===== src/rtl/icache_axi_rd_bridge_if.sv =====
// rtl/icache_axi_rd_bridge_if.sv - cache read-request / AXI4 read-channel bundle for icache_axi_rd_bridge
interface icache_axi_rd_bridge_if;
  logic        rd_req;
  logic [2:0]  rd_type;
  logic [31:0] rd_addr;
  logic        rd_rdy;
  logic        ret_valid;
  logic        ret_last;
  logic [31:0] ret_data;
  logic [3:0]  arid;
  logic [31:0] araddr;
  logic [7:0]  arlen;
  logic [2:0]  arsize;
  logic [1:0]  arburst;
  logic        arvalid;
  logic        arready;
  logic [3:0]  rid;
  logic [31:0] rdata;
  logic [1:0]  rresp;
  logic        rlast;
  logic        rvalid;
  logic        rready;
  logic        rd_err;

  modport master (
    input  rd_req, rd_type, rd_addr, arready, rid, rdata, rresp, rlast, rvalid,
    output rd_rdy, ret_valid, ret_last, ret_data, arid, araddr, arlen, arsize,
           arburst, arvalid, rready, rd_err
  );

  modport slave (
    output rd_req, rd_type, rd_addr, arready, rid, rdata, rresp, rlast, rvalid,
    input  rd_rdy, ret_valid, ret_last, ret_data, arid, araddr, arlen, arsize,
           arburst, arvalid, rready, rd_err
  );
endinterface


===== src/rtl/icache_axi_rd_bridge.sv =====
// rtl/icache_axi_rd_bridge.sv - single-outstanding AXI4 read master behind the icache; ICACHE_AXI_RCHK_EN enables R-channel checking
module icache_axi_rd_bridge #(
  parameter logic [3:0] ARID_VAL = 4'd0
) (
  input logic                    clock,
  input logic                    reset,
  icache_axi_rd_bridge_if.master bus
);

  typedef enum logic [1:0] {IDLE, ADDR, DATA} state_t;

  state_t      state;
  logic        rd_rdy_q;
  logic        arvalid_q;
  logic        rready_q;
  logic [31:0] araddr_q;
  logic [7:0]  arlen_q;
  logic        ret_valid_q;
  logic        ret_last_q;
  logic [31:0] ret_data_q;
  logic        beat_acc;
  logic        unused_ok;

  // rready_q is high exactly while in DATA, so this is the R handshake.
  assign beat_acc = rready_q && bus.rvalid;

  always_ff @(posedge clock) begin
    if (reset) begin
      state     <= IDLE;
      rd_rdy_q  <= 1'b1;
      arvalid_q <= 1'b0;
      rready_q  <= 1'b0;
      araddr_q  <= 32'd0;
      arlen_q   <= 8'd0;
    end else begin
      case (state)
        IDLE: begin
          if (bus.rd_req) begin
            araddr_q  <= bus.rd_addr;
            arlen_q   <= (bus.rd_type == 3'b100) ? 8'd3 : 8'd0;
            rd_rdy_q  <= 1'b0;
            arvalid_q <= 1'b1;
            state     <= ADDR;
          end
        end
        ADDR: begin
          if (bus.arready) begin
            arvalid_q <= 1'b0;
            rready_q  <= 1'b1;
            state     <= DATA;
          end
        end
        DATA: begin
          if (bus.rvalid && bus.rlast) begin
            rready_q <= 1'b0;
            rd_rdy_q <= 1'b1;
            state    <= IDLE;
          end
        end
        default: begin
          state     <= IDLE;
          rd_rdy_q  <= 1'b1;
          arvalid_q <= 1'b0;
          rready_q  <= 1'b0;
        end
      endcase
    end
  end

  // Registered return path; the cache never stalls it.
  always_ff @(posedge clock) begin
    if (reset) begin
      ret_valid_q <= 1'b0;
      ret_last_q  <= 1'b0;
      ret_data_q  <= 32'd0;
    end else begin
      ret_valid_q <= beat_acc;
      ret_last_q  <= beat_acc && bus.rlast;
      if (beat_acc) begin
        ret_data_q <= bus.rdata;
      end
    end
  end

`ifdef ICACHE_AXI_RCHK_EN
  logic [1:0] beat_cnt;
  logic       rd_err_q;

  // A beat is in error if its response is bad, or if rlast disagrees with
  // whether this beat index is the final one arlen promised.
  always_ff @(posedge clock) begin
    if (reset) begin
      beat_cnt <= 2'd0;
      rd_err_q <= 1'b0;
    end else begin
      if (state == ADDR && bus.arready) begin
        beat_cnt <= 2'd0;
      end else if (beat_acc) begin
        beat_cnt <= beat_cnt + 2'd1;
      end
      if (beat_acc && ((bus.rresp != 2'b00) ||
                       (bus.rlast != (beat_cnt == arlen_q[1:0])))) begin
        rd_err_q <= 1'b1;
      end
    end
  end

  assign bus.rd_err = rd_err_q;
`else
  assign bus.rd_err = 1'b0;
`endif

  assign unused_ok = ^{bus.rid, bus.rresp};

  assign bus.rd_rdy    = rd_rdy_q;
  assign bus.arvalid   = arvalid_q;
  assign bus.araddr    = araddr_q;
  assign bus.arlen     = arlen_q;
  assign bus.arid      = ARID_VAL;
  assign bus.arsize    = 3'b010;
  assign bus.arburst   = 2'b01;
  assign bus.rready    = rready_q;
  assign bus.ret_valid = ret_valid_q;
  assign bus.ret_last  = ret_last_q;
  assign bus.ret_data  = ret_data_q;

endmodule


===== src/flat_wrapper.sv =====
// flat-port wrapper written by rule: the top's interface ports become plain ports
module icache_axi_rd_bridge_flat 
#(
  parameter logic [3:0] ARID_VAL = 4'd0
)
  (clock, reset, bus_rd_req, bus_rd_type, bus_rd_addr, bus_arready, bus_rid, bus_rdata, bus_rresp, bus_rlast, bus_rvalid, bus_rd_rdy, bus_ret_valid, bus_ret_last, bus_ret_data, bus_arid, bus_araddr, bus_arlen, bus_arsize, bus_arburst, bus_arvalid, bus_rready, bus_rd_err);
  icache_axi_rd_bridge_if bus_i ();
  input logic clock;
  input logic reset;
  input wire logic [$bits(bus_i.rd_req)-1:0] bus_rd_req;
  input wire logic [$bits(bus_i.rd_type)-1:0] bus_rd_type;
  input wire logic [$bits(bus_i.rd_addr)-1:0] bus_rd_addr;
  input wire logic [$bits(bus_i.arready)-1:0] bus_arready;
  input wire logic [$bits(bus_i.rid)-1:0] bus_rid;
  input wire logic [$bits(bus_i.rdata)-1:0] bus_rdata;
  input wire logic [$bits(bus_i.rresp)-1:0] bus_rresp;
  input wire logic [$bits(bus_i.rlast)-1:0] bus_rlast;
  input wire logic [$bits(bus_i.rvalid)-1:0] bus_rvalid;
  output wire logic [$bits(bus_i.rd_rdy)-1:0] bus_rd_rdy;
  output wire logic [$bits(bus_i.ret_valid)-1:0] bus_ret_valid;
  output wire logic [$bits(bus_i.ret_last)-1:0] bus_ret_last;
  output wire logic [$bits(bus_i.ret_data)-1:0] bus_ret_data;
  output wire logic [$bits(bus_i.arid)-1:0] bus_arid;
  output wire logic [$bits(bus_i.araddr)-1:0] bus_araddr;
  output wire logic [$bits(bus_i.arlen)-1:0] bus_arlen;
  output wire logic [$bits(bus_i.arsize)-1:0] bus_arsize;
  output wire logic [$bits(bus_i.arburst)-1:0] bus_arburst;
  output wire logic [$bits(bus_i.arvalid)-1:0] bus_arvalid;
  output wire logic [$bits(bus_i.rready)-1:0] bus_rready;
  output wire logic [$bits(bus_i.rd_err)-1:0] bus_rd_err;
  assign bus_i.rd_req = bus_rd_req;
  assign bus_i.rd_type = bus_rd_type;
  assign bus_i.rd_addr = bus_rd_addr;
  assign bus_i.arready = bus_arready;
  assign bus_i.rid = bus_rid;
  assign bus_i.rdata = bus_rdata;
  assign bus_i.rresp = bus_rresp;
  assign bus_i.rlast = bus_rlast;
  assign bus_i.rvalid = bus_rvalid;
  assign bus_rd_rdy = bus_i.rd_rdy;
  assign bus_ret_valid = bus_i.ret_valid;
  assign bus_ret_last = bus_i.ret_last;
  assign bus_ret_data = bus_i.ret_data;
  assign bus_arid = bus_i.arid;
  assign bus_araddr = bus_i.araddr;
  assign bus_arlen = bus_i.arlen;
  assign bus_arsize = bus_i.arsize;
  assign bus_arburst = bus_i.arburst;
  assign bus_arvalid = bus_i.arvalid;
  assign bus_rready = bus_i.rready;
  assign bus_rd_err = bus_i.rd_err;
  icache_axi_rd_bridge #(.ARID_VAL(ARID_VAL)) u_core (.clock(clock), .reset(reset), .bus(bus_i));
endmodule

===== config.mk =====
export PLATFORM = sky130hd
export DESIGN_NAME = icache_axi_rd_bridge_flat
export DESIGN_NICKNAME = d
export VERILOG_FILES = /design/src/rtl/icache_axi_rd_bridge_if.sv /design/src/rtl/icache_axi_rd_bridge.sv /design/src/flat_wrapper.sv
export SDC_FILE = /design/constraint.sdc
export NUM_CORES = 1
export LEC_CHECK = 0
export ABC_AREA = 1
export BUFFER_PORTS_ARGS = -buffer_cell sky130_fd_sc_hd__buf_2
export CAP_MARGIN = 20
export CORE_ASPECT_RATIO = 1.75
export CORE_MARGIN = 3
export CORE_UTILIZATION = 46
export CTS_BUF_LIST = sky130_fd_sc_hd__clkbuf_16
export CTS_CLUSTER_DIAMETER = 30
export CTS_CLUSTER_SIZE = 10
export DETAILED_ROUTE_END_ITERATION = 6
export PLACE_DENSITY = 0.85
export SLEW_MARGIN = 5
export SYNTH_ARGS = -nofsm -noshare
export SYNTH_HDL_FRONTEND = slang
export SYNTH_SLANG_ARGS = --single-unit

===== constraint.sdc =====
create_clock -name clock -period 1.66 [get_ports clock]
set_input_delay 0.332 -clock clock [delete_from_list [all_inputs] [get_ports clock]]
set_output_delay 0.332 -clock clock [all_outputs]
set_load 0.02 [all_outputs]

==> reports/results.ini, run 1 <==
[final_layout]
antennaDiodeCount = 0
drive_above_1_share_pct = 33.5
syn2layout_area_growth_pct = 33.3
fillers = 498
finalNonFillerCells = 551
fin_nets = 552

[timing]
slew_viol_final = 0
fmax_ghz = 0.778
fin_tns_setup_ns = 0
finalCritPeriodShare_pct = 77.4
rsz0062_at_grt = false
clock_skew_ns = 0.00337
finalSetupViolCount = 0
min_period_ns = 1.28
hold_viol_final = 0

[grt]
grt_max_degree = 65
grt_pass1_wl_um = 10200
overflow = 0
grt_pass1_vias = 2318
grtUsageTotal_pct = 19.2
antenna_found_initial = 0

[routing]
firstDrtPassIters = 4
ant_nets = 0
totalWireLength_um = 6400
drtIter0Drc = 210
vias_per_cell = 4.64
drc = 0
vias = 2555
wire_per_inst_um = 11.6

[floorplan]
dieHeight_um = 107
ios = 166
fp-row-count = 36
initial_core_util_pct = 47.8
core_mm2 = 0.00559
die_width_um = 63.6
die-area_mm2 = 0.00679

[cts]
cts_hold_buf = 0
clk_pin_slew_ns = 0.05
cts-root-buf = clkbuf_16
tritoncts = yes
htreeDepth = 3
clk_path_buf_depth = 2
cts_setup_buffers = 0
clk_latency_ns = 0.32
cts_buffers = 9
numClockSinks = 72
cts_resized = 0

[logic_synthesis]
synthMuxAreaShare_pct = 0
yosysMostFrequentCell = nor2_1
synth-xor-area-share_pct = 0
synthCells = 338
synth_seq_cells = 72
synth_adder_area_share_pct = 0
synth.distinct_cells = 19
synthTopCellsByCount = nor2_1 (132), dfxtp_1 (72), o21ai_0 (50), buf_4 (20), o21ai_1 (16)
synth_warnings = 0
yosys.area_share.simple_pct = 21.6
yosysSeqAreaShare_pct = 54.0
synth_top_area_cell = dfxtp_1
ys.flop_type = dfxtp_1
synth_top_area_share_pct = 54.0
syn_area_per_cell_um2 = 7.90
synth_compound_gate_area_share_pct = 13.8
synth_top_family_by_area = simple AND/OR/NAND/NOR gates
syn_area_mm2 = 0.00267
synth_area_leaders = dfxtp_1 (54%), nor2_1 (19%), o21ai_0 (9.4%)
synth_edf_count = 0
async_flop_share_pct = 0

[placed_design]
dp.cells = 538
routabilityCongestion = 0.715
hpwl_um = 4670
io_buffers = 143

[power]
leakage_uw = 0.00180
vdd_ir_drop_max_v = 0.000558
powerDensity_mw_per_mm2 = 1160

[run_status]
status = complete, no violations

[hold_path]
min-delay-path-class = input port to register

[setup_path]
max_stage_delay_ns = 0.37
arrival_ns = 1.50
crit_family = flip-flops
critPathCaptureType = register
cp.buffers_inverters = 1
cp_slowest_cell = dfxtp_1
crit_chain = nor2_4 > nand2_4 > buf_4 > o21ai_0 > nor2_1
cp_max_fo = 22
worst_ep_required_time_ns = 1.87
start_kind = register
worst-setup-path-type = register to register
r2r_slack_ns = 0.38

[flow_run]
drv_cap = 0

## routing by layer
layer	vias to the layer above	global-route usage [%]	share of wire, %
li1	1306	-	-
met1	1126	19.9	39
met3	10	4.40	7.6
met2	113	34.0	51
met4	0	12.1	2.1
met5	-	0	0
## cells in the final DEF (no fill, tap or decap), drive strengths merged
cell    netlist  layout
clkbuf        9       9
nand3         2       2
nand2        14      14
a21oi         6       6
a21o          1       1
nor2        133     133
buf          27     146
o21ai        66      66
clkinv        1       5
dfxtp        72      72
inv           5       5
conb          2      16
## tightest hold or removal path: cells and delay by family
kind,cells,cell delay [ns]
AND/OR/NAND/NOR,1,0.07
AO/OA/AOI/OAI,1,0.06
buffers and inverters,1,0.07
## per-stage QoR
step | hold slack, ns | total power (µW) | util (%) | worst slack (ns) | area, µm²
finish | 0.244 | 4140 | 63.8 | 0.375 | 3560
global route | 0.253 | 4330 | 63.8 | 0.267 | 3560
CTS | 0.233 | 4190 | 63.8 | 0.380 | 3560
detailed placement | 0.455 | 2590 | 59.5 | 0.361 | 3320
global placement | 0.445 | 2570 | 59.5 | 0.414 | 3320
floorplan | 0.454 | 2400 | - | 0.539 | 2720
## cells by family after synthesis
group,after synthesis
AND/OR/NAND/NOR,149
AO/OA/AOI/OAI,73
buffers and inverters,42
other,2
flip-flops,72
## cell type report
type	instances	area (µm²)	share of cell area [%]
clock buffer	9	225	6.32
clock inverter	4	15.0	0.421
inverter	6	30.0	0.843
multi-input combinational	238	1000	28.2
sequential	72	1440	40.5
tap	76	95.1	2.67
timing repair buffer	146	751	21.1
## sequential cells by signal, summed over array words and instances (netlist names)
| name | flops |
|---|---|
| u_core.bus.ret_last | 1 |
| u_core.bus.rd_rdy | 1 |
| u_core.bus.arlen | 1 |
| u_core.state | 2 |
| u_core.bus.ret_data | 32 |
| u_core.bus.rready | 1 |
| u_core.bus.ret_valid | 1 |
| u_core.bus.arvalid | 1 |
| u_core.bus.araddr | 32 |
## power by group
part,internal (µW),leakage (µW),switching [µW]
Combinational,230,0.00109,416
Clock,962,0.000117,635
Sequential,1850,0.000590,55.4
Total,3040,0.00180,1110
## path summary, 6_finish.rpt
check,from,to,cells after the start
setup / recovery,u_core.state[1],u_core.bus.araddr[18],5
hold / removal,bus_rd_addr[9],u_core.bus.araddr[9],3
setup reg to reg,u_core.state[1],u_core.bus.araddr[18],5
hold reg to reg,u_core.bus.arvalid,u_core.bus.arvalid,2
Power figures use the tool's default switching activity.
==> inputs of run 2 (changes only) <==
ABC_AREA = 0   (was 1)
CORE_UTILIZATION = 41   (was 46)
PLACE_DENSITY = 0.76   (was 0.85)
clock period = 1.1 ns   (was 1.66 ns; I/O delays follow)
==> reports/results.ini, run 2 <==
[run_status]
status = finished with violations
failed_checks = negative setup slack

[flow_run]
drv_cap = 0  ; unchanged

[power]
p_seq_share_pct = 43.4  ; -2.5 points
pwr-share-comb_pct = 18.5  ; +2.9 points
vdd_ir_drop_max_v = 0.000924  ; +66%
powerDensity_mw_per_mm2 = 1450  ; +24%
internal_power_uw = 4810  ; +58%
power_switching_uw = 1720  ; +56%
leakage_uw = 0.00216  ; +20%
swShare_pct = 26.3  ; -0.34 points
pwr-share-clk_pct = 38.1  ; -0.4 points

[routing]
firstDrtPassIters = 4  ; unchanged
wl_met1_um = 3000  ; +20%
drtIter0Drc = 88  ; -58%
vias = 2800  ; +9.6%
vias_per_cell = 4.85  ; +4.7%
wl_met3_um = 665  ; +37%
totalWireLength_um = 7810  ; +22%
drc = 0  ; unchanged
met2_length_um = 3980  ; +22%
top_layer = met4
wire_per_inst_um = 13.5  ; +16%
ant_nets = 0  ; unchanged

[logic_synthesis]
synthMuxAreaShare_pct = 10.2  ; +10 points
async_flop_share_pct = 0  ; unchanged
yosysMostFrequentCell = dfxtp_1
synth_area_leaders = dfxtp_1 (45%), nand2b_1 (13%), mux2i_1 (10%)
synth_top_area_share_pct = 44.6  ; -9.4 points
synth.distinct_cells = 24  ; +5
synth_adder_area_share_pct = 0  ; unchanged
synthCells = 331  ; -2.1%
syn_area_per_cell_um2 = 9.77  ; +24%
ys.flop_type = dfxtp_1
synth_edf_count = 0  ; unchanged
synth-xor-area-share_pct = 0  ; unchanged
synth_top_area_cell = dfxtp_1
yosys.area_share.simple_pct = 19.6  ; -2.0 points
synthTopCellsByCount = dfxtp_1 (72), nand2b_1 (66), mux2i_1 (33), a21oi_1 (32), nand3_1 (32)
synth_warnings = 0  ; unchanged
yosysSeqAreaShare_pct = 44.6  ; -9.4 points
synth_compound_gate_area_share_pct = 16.6  ; +2.8 points
synth_seq_cells = 72  ; unchanged
syn_area_mm2 = 0.00323  ; +21%
synth_top_family_by_area = simple AND/OR/NAND/NOR gates

[timing]
slew_viol_final = 0  ; unchanged
min_period_ns = 1.19  ; -0.0900 ns
hold_viol_final = 0  ; unchanged
rsz0062_at_grt = true
finalCritPeriodShare_pct = 109  ; +31 points
clock_skew_ns = 0.00347  ; +0.0000986 ns
finalSetupViolCount = 34  ; +34
setup_slack_ns = -0.0948  ; -0.470 ns
fmax_ghz = 0.837  ; +7.5%

[setup_path]
r2r-start = u_core.state[1]
worst_ep_required_time_ns = 1.34  ; -0.53 ns
start_kind = register
r2r_slack_ns = -0.09  ; -0.47 ns
crit_chain = nor3b_4 > buf_6 > buf_12 > mux2i_1
cp_slowest_cell = dfxtp_2
cp_max_fo = 5  ; -77%
max_stage_delay_ns = 0.35  ; -0.02 ns
reg2reg_to = u_core.bus.araddr[8]
critPathCaptureType = register
worst-setup-path-type = register to register
worst-r2r-cell-count = 4  ; -1
arrival_ns = 1.44  ; -0.06 ns

[final_layout]
syn2layout_area_growth_pct = 39.5
drive_above_1_share_pct = 44.8  ; +11 points
antennaDiodeCount = 0  ; unchanged
multi_input_area_mm2 = 0.00160  ; +59%
fillers = 665  ; +34%
final_core_util_pct = 59.2  ; -4.6 points
fin_nets = 563  ; +2.0%
final_common_cell = buf_2
seq_area_mm2 = 0.00145  ; +0.61%
layout_common_cells = buf_2 (138), dfxtp_1 (69), nand2b_1 (66)

[floorplan]
dieHeight_um = 123  ; +16%
initial_core_util_pct = 42.4  ; -5.4 points
ios = 166  ; unchanged
die-area_mm2 = 0.00903  ; +33%
fp-row-count = 42  ; +17%
core_mm2 = 0.00762  ; +36%
die_width_um = 73.1  ; +15%

[cts]
clk_path_buf_depth = 2  ; unchanged
clk_latency_ns = 0.32  ; about the same
tritoncts = yes
numClockSinks = 72  ; unchanged
clk_pin_slew_ns = 0.05  ; about the same
cts-root-buf = clkbuf_16
cts_buffers = 9  ; unchanged
htreeDepth = 3  ; unchanged

[grt]
overflow = 0  ; unchanged
antenna_found_initial = 0  ; unchanged
grt_max_degree = 46  ; -29%
grtUsageTotal_pct = 16.9  ; -2.2 points
grt_pass1_wl_um = 12100  ; +18%
grt_pass1_vias = 2692  ; +16%

[placed_design]
hpwl_um = 5320  ; +14%
io_buffers = 143  ; unchanged
routabilityCongestion = 0.789  ; +10%
place_worst_setup_slack_ns = -0.0959  ; -0.457 ns

[hold_path]
min-delay-path-class = input port to register
timing.hold.worst.start = bus_arready
holdPathEnd = u_core.state[0]
hold_depth = 2  ; -1

run 2: changes by cell type in the layout (fill, tap and decap cells not counted), sizes merged, moves of 30 or more:
cell / before / now
o21ai: 66 / 1
a21bo: 0 / 32
nand2b: 0 / 66
mux2i: 0 / 33
nand3: 2 / 32
nor2: 133 / 3
run 2: area by class of cell:
class                   count  share of cell area [%]
clock buffers               9                    4.99
clock inverters             7                   0.693
multi-input cells         227                    35.4
flip-flops and latches     72                    32.1
well taps                  88                    2.44
repair buffers            174                    24.4
run 2: worst max-delay path, delay by kind of cell, from the launching register on:
| kind | cells | cell delay (ns) |
|---|---|---|
| mux | 1 | 0.21 |
| buf+inv | 2 | 0.31 |
| flops | 1 | 0.35 |
| simple gates | 1 | 0.24 |
run 2: routing by layer:
metal,GRT usage [%],up-vias
met5,0,-
met4,8.89,0
met3,3.74,10
met2,29.1,120
met1,19.0,1270
li1,-,1400
run 2: cells by family after synthesis:
logic type             after synthesis
AO/OA/AOI/OAI                       71
buffers and inverters               46
flip-flops                          72
multiplexers                        33
other                                2
AND/OR/NAND/NOR                    107
run 2: through the flow:
stage / setup TNS [ns] / instance area [µm²] / power (µW) / std cells / hold slack [ns]
6_report: -1.55 / 4510 / 6530 / 577 / 0.138
3_5_place_dp: -3.08 / 4070 / 3960 / 553 / 0.463
3_3_place_gp: -1.08 / 4070 / 3930 / 553 / 0.452
4_1_cts: -0.476 / 4430 / 6550 / 573 / 0.113
2_1_floorplan: 0 / 3290 / 3600 / 345 / 0.325
5_1_grt: -3.35 / 4510 / 6820 / 577 / 0.138
run 2: what timing repair did:
action	CTS	global route
endpoints found under the setup margin	36	38
buffers inserted	2	3
gates cloned	2	2
pin swaps	1	1
hold endpoints to repair	0	0
gates resized for setup	11	10
hold buffers	0	0
run 2: how the worst max path moves through the flow:
stage	slack (ns)	cells after the start	start	end
after floorplan	0.003	2	u_core.state[0]	u_core.bus.rd_rdy
after global placement	-0.06	3	reset	u_core.bus.rd_rdy
after detailed placement	-0.1	3	u_core.state[1]	u_core.bus.araddr[14]
after CTS	-0.03	4	u_core.state[0]	u_core.bus.araddr[15]
after global routing	-0.15	4	u_core.state[1]	u_core.bus.araddr[8]
final	-0.09	4	u_core.state[1]	u_core.bus.araddr[8]
run 2: power by group through the flow:
stage          combinational (µW)  sequential [µW]  clock (µW)
2_1_floorplan                 549             3050           0
3_3_place_gp                 1050             2880           0
3_5_place_dp                 1070             2890           0
4_1_cts                      1150             2840        2560
5_1_grt                      1310             2850        2660
6_report                     1210             2830        2490
==> inputs of run 3 (changes only) <==
MAX_ROUTING_LAYER = met4   (was default)
==> reports/results.ini, run 3 (synthesis gave the netlist of run 2 again) <==
[routing]
met2_length_um = 4020  ; +1.1%
wl_met1_um = 2980  ; -0.67%
top_layer = met4
wl_met3_um = 669  ; +0.60%
drtIter0Drc = 77  ; -13%
vias = 2808  ; +0.29%
drc = 0  ; unchanged
firstDrtPassIters = 4  ; unchanged
wire_per_inst_um = 13.6  ; +0.28%
vias_per_cell = 4.87  ; +0.29%
ant_nets = 0  ; unchanged
totalWireLength_um = 7830  ; +0.28%

[timing]
fin_hold_ws_ns = 0.138  ; -0.000418 ns
rsz0062_at_grt = true
min_period_ns = 1.21  ; +0.0157 ns
setup_slack_ns = -0.110  ; -0.0157 ns
finalSetupViolCount = 34  ; unchanged
hold_viol_final = 0  ; unchanged
clock_skew_ns = 0.00335  ; -0.000123 ns
fmax_ghz = 0.826  ; -1.3%
slew_viol_final = 0  ; unchanged
finalCritPeriodShare_pct = 110  ; +1.4 points

[setup_path]
r2r_slack_ns = -0.11  ; -0.02 ns
cp_max_fo = 5  ; unchanged
max_stage_delay_ns = 0.35  ; about the same
arrival_ns = 1.45  ; about the same
worst_ep_required_time_ns = 1.34  ; about the same
cp_slowest_cell = dfxtp_2
reg2reg_to = u_core.bus.araddr[8]
cp-endpoint = u_core.bus.araddr[8]
crit_chain = nor3b_4 > buf_6 > buf_12 > mux2i_1
crit_cells = 4  ; unchanged
start_kind = register
cp.buffers_inverters = 2  ; unchanged
r2r-start = u_core.state[1]
crit_family = flip-flops
worst-setup-path-type = register to register
critPathCaptureType = register
startpoint = u_core.state[1]
worst-r2r-cell-count = 4  ; unchanged

[final_layout]
syn2layout_area_growth_pct = 39.5  ; unchanged
finalNonFillerCells = 577  ; unchanged
final_cell_area_mm2 = 0.00451  ; unchanged
layout_common_cells = buf_2 (138), dfxtp_1 (69), nand2b_1 (66)
final_common_cell = buf_2
seq_area_mm2 = 0.00145  ; unchanged
fin_nets = 563  ; unchanged
drive_above_1_share_pct = 44.8  ; unchanged
final_core_util_pct = 59.2  ; unchanged
antennaDiodeCount = 0  ; unchanged
fillers = 665  ; unchanged
multi_input_area_mm2 = 0.00160  ; unchanged

[power]
vdd_ir_drop_max_v = 0.000935  ; +1.1%
swShare_pct = 26.4  ; +0.088 points
pwr-share-comb_pct = 18.5  ; about the same
powerDensity_mw_per_mm2 = 1450  ; +0.12%
pwr-share-clk_pct = 38.2  ; about the same
leakage_uw = 0.00216  ; unchanged
p_seq_share_pct = 43.3  ; about the same
power_switching_uw = 1730  ; +0.46%
internal_power_uw = 4810  ; about the same

[floorplan]
initial_core_util_pct = 42.4  ; unchanged
dieHeight_um = 123  ; unchanged
ios = 166  ; unchanged
die_width_um = 73.1  ; unchanged
die-area_mm2 = 0.00903  ; unchanged
core_mm2 = 0.00762  ; unchanged
fp-row-count = 42  ; unchanged

[cts]
cts_buffers = 9  ; unchanged
clk_pin_slew_ns = 0.05  ; about the same
clk_path_buf_depth = 2  ; unchanged
numClockSinks = 72  ; unchanged
tritoncts = yes
cts-root-buf = clkbuf_16
htreeDepth = 3  ; unchanged
clk_latency_ns = 0.32  ; about the same

[grt]
grt_max_degree = 46  ; unchanged
antenna_found_initial = 0  ; unchanged
overflow = 0  ; unchanged
grt_pass1_vias = 2681  ; -0.41%
grtUsageTotal_pct = 17.4  ; +0.47 points
grt_pass1_wl_um = 12100  ; +0.17%

[placed_design]
dp.cells = 553  ; unchanged
hpwl_um = 5320  ; unchanged
routabilityCongestion = 0.800  ; +1.4%
placed_cell_area_mm2 = 0.00407  ; unchanged
io_buffers = 143  ; unchanged

[flow_run]
drv_cap = 0  ; unchanged

[run_status]
status = finished with violations
failed_checks = negative setup slack

[hold_path]
min-delay-path-class = input port to register

## run 3: cell counts in the layout (fill, tap and decap cells not counted)
Identical to the previous run, type by type.
## run 3: power by group through the flow
| stage | sequential (µW) | combinational [µW] | clock, µW |
|---|---|---|---|
| after global placement | 2880 | 1050 | 0 |
| after global routing | 2850 | 1310 | 2660 |
| after CTS | 2840 | 1150 | 2560 |
| after floorplan | 3050 | 549 | 0 |
| after detailed placement | 2890 | 1070 | 0 |
| final | 2830 | 1210 | 2500 |
## run 3: how the worst min path moves through the flow
stage | startpoint | endpoint | slack [ns] | cells past startpoint
after floorplan | bus_arready | u_core.state[0] | 0.33 | 1
after global placement | u_core.bus.rd_rdy | u_core.bus.rd_rdy | 0.45 | 1
after detailed placement | u_core.bus.araddr[30] | u_core.bus.araddr[30] | 0.46 | 2
after CTS | bus_arready | u_core.state[0] | 0.11 | 2
after global routing | bus_arready | u_core.state[0] | 0.14 | 2
final | bus_arready | u_core.state[0] | 0.14 | 2
## run 3: metal layers
| metal | global-route usage (%) | up-vias |
|---|---|---|
| met1 | 19.2 | 1275 |
| met3 | 3.42 | 11 |
| met5 | - | - |
| met4 | 8.89 | 0 |
| li1 | - | 1400 |
| met2 | 29.1 | 122 |
## run 3: repair_timing
action | CTS | global route
hold buffers | 0 | 0
resized for setup | 11 | 10
hold endpoints to repair | 0 | 0
endpoints found under the setup margin | 36 | 38
gates cloned | 2 | 2
buffers inserted | 2 | 3
pin swaps | 1 | 1
## run 3: area by class of cell
class,count,share of cell area [%]
Tap cell,88,2.44
Clock buffer,9,4.99
Multi-Input combinational cell,227,35.4
Timing Repair Buffer,174,24.4
Sequential cell,72,32.1
Clock inverter,7,0.693
## run 3: through the flow
stage	setup slack [ns]	total power, µW	setup TNS, ns
6_report	-0.110	6540	-1.57
5_1_grt	-0.152	6820	-3.35
4_1_cts	-0.0253	6550	-0.476
3_5_place_dp	-0.0959	3960	-3.08
3_3_place_gp	-0.0597	3930	-1.08
2_1_floorplan	0.00274	3600	0
## run 3: worst register-to-register path, stage by stage, from the launching register on
cell	delay, ns
dfxtp_2	0.35
nor3b_4	0.25
buf_6	0.18
buf_12	0.13
mux2i_1	0.22
